**config.mk**
```make
export PLATFORM = sky130hd
export DESIGN_NAME = cam_stream_tx
export DESIGN_NICKNAME = d
export VERILOG_FILES = /design/src/rtl/cam_tx_pkg.sv /design/src/rtl/cam_pattern_gen.sv /design/src/rtl/cam_stream_tx.sv
export SDC_FILE = /design/constraint.sdc
export NUM_CORES = 1
export LEC_CHECK = 0
export BUFFER_PORTS_ARGS = -buffer_cell sky130_fd_sc_hd__buf_2
export CORE_MARGIN = 2
export CORE_UTILIZATION = 55
export CTS_BUF_LIST = sky130_fd_sc_hd__clkbuf_4 sky130_fd_sc_hd__clkbuf_8
export DETAILED_ROUTE_END_ITERATION = 16
export GPL_TIMING_DRIVEN = 1
export PLACE_DENSITY = 0.76
export RECOVER_POWER = 50
export REMOVE_ABC_BUFFERS = 1
export SYNTH_ARGS = -nofsm -noshare
export SYNTH_HDL_FRONTEND = slang
export SYNTH_SLANG_ARGS = --single-unit
```
**constraint.sdc**
```tcl
create_clock -name clk -period 7.2 [get_ports clk]
set_input_delay 1.44 -clock clk [delete_from_list [all_inputs] [get_ports clk]]
set_output_delay 1.44 -clock clk [all_outputs]
set_load 0.02 [all_outputs]
```
**src/rtl/cam_tx_pkg.sv**
```systemverilog
// Shared types and constants for the camera stream transmitter.
package cam_tx_pkg;

    typedef enum logic [2:0] {
        ST_IDLE,
        ST_VSYNC,
        ST_VBACK,
        ST_ACTIVE,
        ST_VFRONT
    } state_e;

    typedef enum logic [1:0] {
        MODE_BARS,
        MODE_SOLID,
        MODE_RAMP,
        MODE_CHECK
    } mode_e;

    // Index 0 is the leftmost bar.
    localparam logic [7:0][15:0] BAR_COLORS = {
        16'h0000, 16'h001F, 16'hF800, 16'hF81F,
        16'h07E0, 16'h07FF, 16'hFFE0, 16'hFFFF
    };

endpackage

```
**src/rtl/cam_pattern_gen.sv**
```systemverilog
// Combinational test-pattern source: maps pixel coordinates and the latched
// mode/colour to one RGB565 pixel.
module cam_pattern_gen
    import cam_tx_pkg::*;
#(
    parameter int unsigned H_ACTIVE = 640
) (
    input  logic [15:0] x_i,
    input  logic [15:0] y_i,
    input  mode_e       mode_i,
    input  logic [15:0] color_i,
    output logic [15:0] pix_o
);
    localparam int unsigned BAR_W = H_ACTIVE / 8;

    logic [15:0] bar_idx;
    logic        unused_bits;

    assign bar_idx     = x_i / 16'(BAR_W);
    assign unused_bits = ^{y_i[15:6], y_i[4:0], bar_idx[15:3]};

    always_comb begin
        pix_o = '0;
        unique case (mode_i)
            MODE_BARS:  pix_o = BAR_COLORS[bar_idx[2:0]];
            MODE_SOLID: pix_o = color_i;
            MODE_RAMP:  pix_o = {x_i[7:3], x_i[7:2], x_i[7:3]};
            MODE_CHECK: pix_o = (x_i[5] ^ y_i[5]) ? 16'hFFFF : 16'h0000;
            default:    pix_o = '0;
        endcase
    end

endmodule

```
**src/rtl/cam_stream_tx.sv**
```systemverilog
// OV7670-style camera stream transmitter: VSYNC/HREF/DATA frame timing with a
// selectable RGB565 test pattern sent high byte first.
module cam_stream_tx
    import cam_tx_pkg::*;
#(
    parameter int unsigned H_ACTIVE = 640,
    parameter int unsigned H_BLANK  = 144,
    parameter int unsigned V_ACTIVE = 480,
    parameter int unsigned VS_LINES = 3,
    parameter int unsigned V_BACK   = 17,
    parameter int unsigned V_FRONT  = 10
) (
    input  logic        clk,
    input  logic        reset_n,
    input  logic        enable,
    input  logic [1:0]  mode,
    input  logic [15:0] solid_color,
    output logic        cam_href,
    output logic        cam_vsync,
    output logic [7:0]  cam_data,
    output logic        frame_done,
    output logic        busy
);
    localparam int unsigned L  = 2 * H_ACTIVE + H_BLANK;
    localparam int unsigned CW = $clog2(L);
    localparam int unsigned LW = $clog2(VS_LINES + V_BACK + V_ACTIVE + V_FRONT);

    state_e        state_q, state_d;
    logic [CW-1:0] col_q, col_d;
    logic [LW-1:0] line_q, line_d, last_line;
    mode_e         mode_q, mode_d;
    logic [15:0]   color_q, color_d;
    logic          latch;
    logic [15:0]   x_d, y_d, pix;
    logic          href_d, done_d;
    logic [7:0]    data_d;

    always_comb begin
        unique case (state_q)
            ST_VSYNC:  last_line = LW'(VS_LINES - 1);
            ST_VBACK:  last_line = LW'(V_BACK - 1);
            ST_ACTIVE: last_line = LW'(V_ACTIVE - 1);
            default:   last_line = LW'(V_FRONT - 1);
        endcase
    end

    always_comb begin
        state_d = state_q;
        col_d   = col_q;
        line_d  = line_q;
        latch   = 1'b0;
        if (state_q == ST_IDLE) begin
            if (enable) begin
                state_d = ST_VSYNC;
                col_d   = '0;
                line_d  = '0;
                latch   = 1'b1;
            end
        end else if (col_q == CW'(L - 1)) begin
            col_d = '0;
            if (line_q == last_line) begin
                line_d = '0;
                unique case (state_q)
                    ST_VSYNC:  state_d = ST_VBACK;
                    ST_VBACK:  state_d = ST_ACTIVE;
                    ST_ACTIVE: state_d = ST_VFRONT;
                    default: begin
                        state_d = enable ? ST_VSYNC : ST_IDLE;
                        latch   = enable;
                    end
                endcase
            end else begin
                line_d = line_q + 1'b1;
            end
        end else begin
            col_d = col_q + 1'b1;
        end
    end

    assign mode_d  = latch ? mode_e'(mode) : mode_q;
    assign color_d = latch ? solid_color : color_q;

    // Outputs are derived from the next position so every output is a flop
    // that lines up with the state/counter it describes.
    assign x_d    = 16'(col_d >> 1);
    assign y_d    = 16'(line_d);
    assign href_d = (state_d == ST_ACTIVE) && (col_d < CW'(2 * H_ACTIVE));
    assign data_d = href_d ? (col_d[0] ? pix[7:0] : pix[15:8]) : '0;
    assign done_d = (state_d == ST_VFRONT) && (col_d == CW'(L - 1))
                 && (line_d == LW'(V_FRONT - 1));

    cam_pattern_gen #(
        .H_ACTIVE(H_ACTIVE)
    ) u_pattern (
        .x_i    (x_d),
        .y_i    (y_d),
        .mode_i (mode_d),
        .color_i(color_d),
        .pix_o  (pix)
    );

    always_ff @(posedge clk) begin
        if (!reset_n) begin
            state_q    <= ST_IDLE;
            col_q      <= '0;
            line_q     <= '0;
            mode_q     <= MODE_BARS;
            color_q    <= '0;
            cam_href   <= 1'b0;
            cam_vsync  <= 1'b0;
            cam_data   <= '0;
            frame_done <= 1'b0;
            busy       <= 1'b0;
        end else begin
            state_q    <= state_d;
            col_q      <= col_d;
            line_q     <= line_d;
            mode_q     <= mode_d;
            color_q    <= color_d;
            cam_href   <= href_d;
            cam_vsync  <= (state_d == ST_VSYNC);
            cam_data   <= data_d;
            frame_done <= done_d;
            busy       <= (state_d != ST_IDLE);
        end
    end

endmodule

```
==> results_dict.tcl <==
set metrics [dict create \
    min_path_type "reg2reg" \
    leakagePower_uw 0.00132 \
    crit_buf_inv 0 \
    reg2regPathDepth 7 \
    synth.top_cell.area_share_pct 32.5 \
    critPathMaxFanout 29 \
    synthTopCellsByArea "dfxtp_1 (33%), nor2_1 (6.4%), mux2i_1 (4.3%)" \
    syn_area_um2 3260 \
    cpPeakStageDelay_ns 1.30 \
    irDropWorstVdd_mv 0.0952 \
    hpwlAfterDp_um 6140 \
    grt_max_degree 36 \
    vias 3255 \
    antenna_found_initial 0 \
    synthSimpleGateAreaFrac_pct 30.4 \
    ctsResizeCount 0 \
    slew_headroom_pct -40.0 \
    synth_cell_type_count 75 \
    hold_viol 0 \
    cp-endpoint "cam_data[6]$_SDFF_PN0_" \
    grt_pass1_vias 3039 \
    num_io_pins 33 \
    drv_slew 46 \
    required_ns 7.40 \
    track_usage_pct 26.8 \
    postCtsSetupRepairBufs 0 \
    worstSetupPathType "reg2reg" \
    dieArea_um2 6560 \
    dr.pass1.iters 5 \
    tightest_slew_ns 2.10 \
    diodes 0 \
    ys_ff_latch 53 \
    grt_pass1_wl_um 13900 \
    timing.fmax_mhz 224 \
    core_area_um2 5820 \
    place_congestion 0.941 \
    yosys_warnings 0 \
    synth-compound-area-share_pct 23.4 \
    cts.sinks 53 \
    synthMuxAreaShare_pct 6.41 \
    power.total_uw 563 \
    layout_min_cycle_time_ns 4.47 \
    use_met3_pct 5.11 \
    drc 0 \
    yosysMostFrequentCell "nor2_1" \
    synth_cells 408 \
    crit_chain "nor3_1 -> nand2_1 -> and2_0 -> mux2_4 -> and2_4 -> or2_0 -> o211a_1" \
    synthAdderAreaFrac_pct 0.767 \
    top_usage_layer "met2" \
    layout-drive-gt1-share_pct 10.7 \
    status "finished, violations left" \
    fin_ws_ns 2.73 \
    cp.depth 7 \
    r2r_setup_slack_ns 2.73 \
    setup_tns_ns 0 \
    synth_edf_count 0 \
    clk_pin_slew_ns 0.09 \
    ys_seq_area_share_pct 32.5 \
    wl_per_cell_um 16.8 \
    violations "capacitance limit, slew limit" \
    crit_slowest_cell "nor3_1" \
    cts_max_level 2 \
    avgViaCountPerCell 6.47 \
    maxCapViolCount 2 \
    timing.rr.end "cam_data[6]$_SDFF_PN0_" \
    fill_cells 578 \
    io_buffers 32 \
    powerDensity_nw_per_um2 163 \
    clk_latency_ns 0.30 \
    grt_util_met2_pct 42.0 \
    crit_path_end_kind "flip-flop" \
    die_w_um 81.0 \
    synth_xor_area_share_pct 1.61 \
    synth_top_family_by_area "simple AND/OR/NAND/NOR gates" \
    ctsHoldBuffers 0 \
    synth_top_area_cell "dfxtp_1" \
    ys_top_cells_by_count "nor2_1 (56), dfxtp_1 (53), nand2_1 (32)" \
    cts_buffers 5 \
    cts_root_buffer "clkbuf_8" \
    startpoint "state_q[0]$_SDFF_PN0_" \
    area_growth_pct 6.02 \
    layout.nets 451 \
    met1_usage_pct 36.2 \
    die_y_um 81.0 \
    cp_top_family "simple AND/OR/NAND/NOR gates" \
    start_util_pct 56.1 \
    drt_iter0_drc 322 \
    min-delay-start "color_q[2]$_SDFF_PN0_" \
    synthArstFlopShare_pct 0 \
    start_kind "flip-flop" \
    pre_cts_slack_ns 3.23 \
    overflow 0 \
    drtAntennaViolNets 0 \
    reg2reg_from "state_q[0]$_SDFF_PN0_" \
    synth_ff_type "dfxtp_1" \
    rows 28 \
    cts_tree "done" \
    setup_viol 0 \
    fin_worst_skew_ns 0.00382 \
    drt_wl_total_um 8430 \
    worstPathArrival_ns 4.67 \
    rsz0062_at_grt "false" \
    clk_path_buf_depth 2 \
    synth.avg_cell_area_um2 7.99 \
    post-route-period-util_pct 62.1 \
]
[through the flow]
stage	instance area (um^2)	cells	hold WS (ns)	utilization [%]
3_3_place_gp	3400	496	0.471	58.5
4_1_cts	3490	503	0.507	60.1
3_5_place_dp	3400	496	0.482	58.5
6_report	3460	503	0.503	59.4
2_1_floorplan	3140	388	0.452	-
5_1_grt	3460	503	0.535	59.4
[layout make-up]
type	instances	area, um^2	share of cell area (%)
timing repair buffer	33	153	4.42
inverter	10	37.5	1.09
multi-input combinational	325	2020	58.5
clock buffer	6	82.6	2.39
sequential	53	1060	30.7
clock inverter	1	7.51	0.217
tap	75	93.8	2.71
[metal layers]
metal / part of all wire [%] / vias up / wire [um]
li1: - / 1554 / -
met1: 46 / 1544 / 3840
met2: 44 / 129 / 3730
met3: 7.3 / 28 / 619
met4: 2.8 / 0 / 237
met5: 0 / - / 0
[worst min-delay path by stage]
stage | to | depth (start not counted)
2_1_floorplan | color_q[3]$_SDFF_PN0_ | 2
3_3_place_gp | color_q[3]$_SDFF_PN0_ | 2
3_5_place_dp | color_q[2]$_SDFF_PN0_ | 2
4_1_cts | color_q[2]$_SDFF_PN0_ | 2
5_1_grt | color_q[2]$_SDFF_PN0_ | 2
6_report | color_q[2]$_SDFF_PN0_ | 2
[cell families after synthesis]
logic type / after synthesis
AND/OR/NAND/NOR: 191
AO/OA/AOI/OAI: 107
flip-flops: 53
buffers and inverters: 30
multiplexers: 19
XOR/XNOR: 6
adder cells (fa/ha/maj): 2
[cell usage in the layout (no fill, tap or decap), types with 8 or more instances in the layout]
master | Yosys | layout
inv_1 | 9 | 9
mux2i_1 | 14 | 14
nand3_1 | 28 | 28
and3_1 | 8 | 8
clkbuf_1 | 7 | 12
a21oi_1 | 22 | 22
dfxtp_1 | 53 | 53
buf_2 | 7 | 20
nor2_1 | 56 | 56
nor3_1 | 12 | 13
o21ai_0 | 22 | 23
and2_1 | 8 | 8
nand2_1 | 32 | 32
[state kept, by name (all words and copies together), names as in the netlist]
register and flops:
line_q 9, busy 1, cam_href 1, col_q 11
cam_data 8, frame_done 1, mode_q 2, color_q 16
state_q 3, cam_vsync 1
[tightest hold or removal path, stage by stage (launching register included)]
cell     delay (ns)
dfxtp_1        0.34
a21oi_1        0.06
nor2_1         0.07
[power breakdown]
part           switching (uW)  internal [uW]  total (uW)
logic                    52.1           31.2        83.3
clock network            96.5           76.2         173
registers                6.00            301         307
total                     155            408         563
Note: power is estimated with default switching activity, not from simulation.
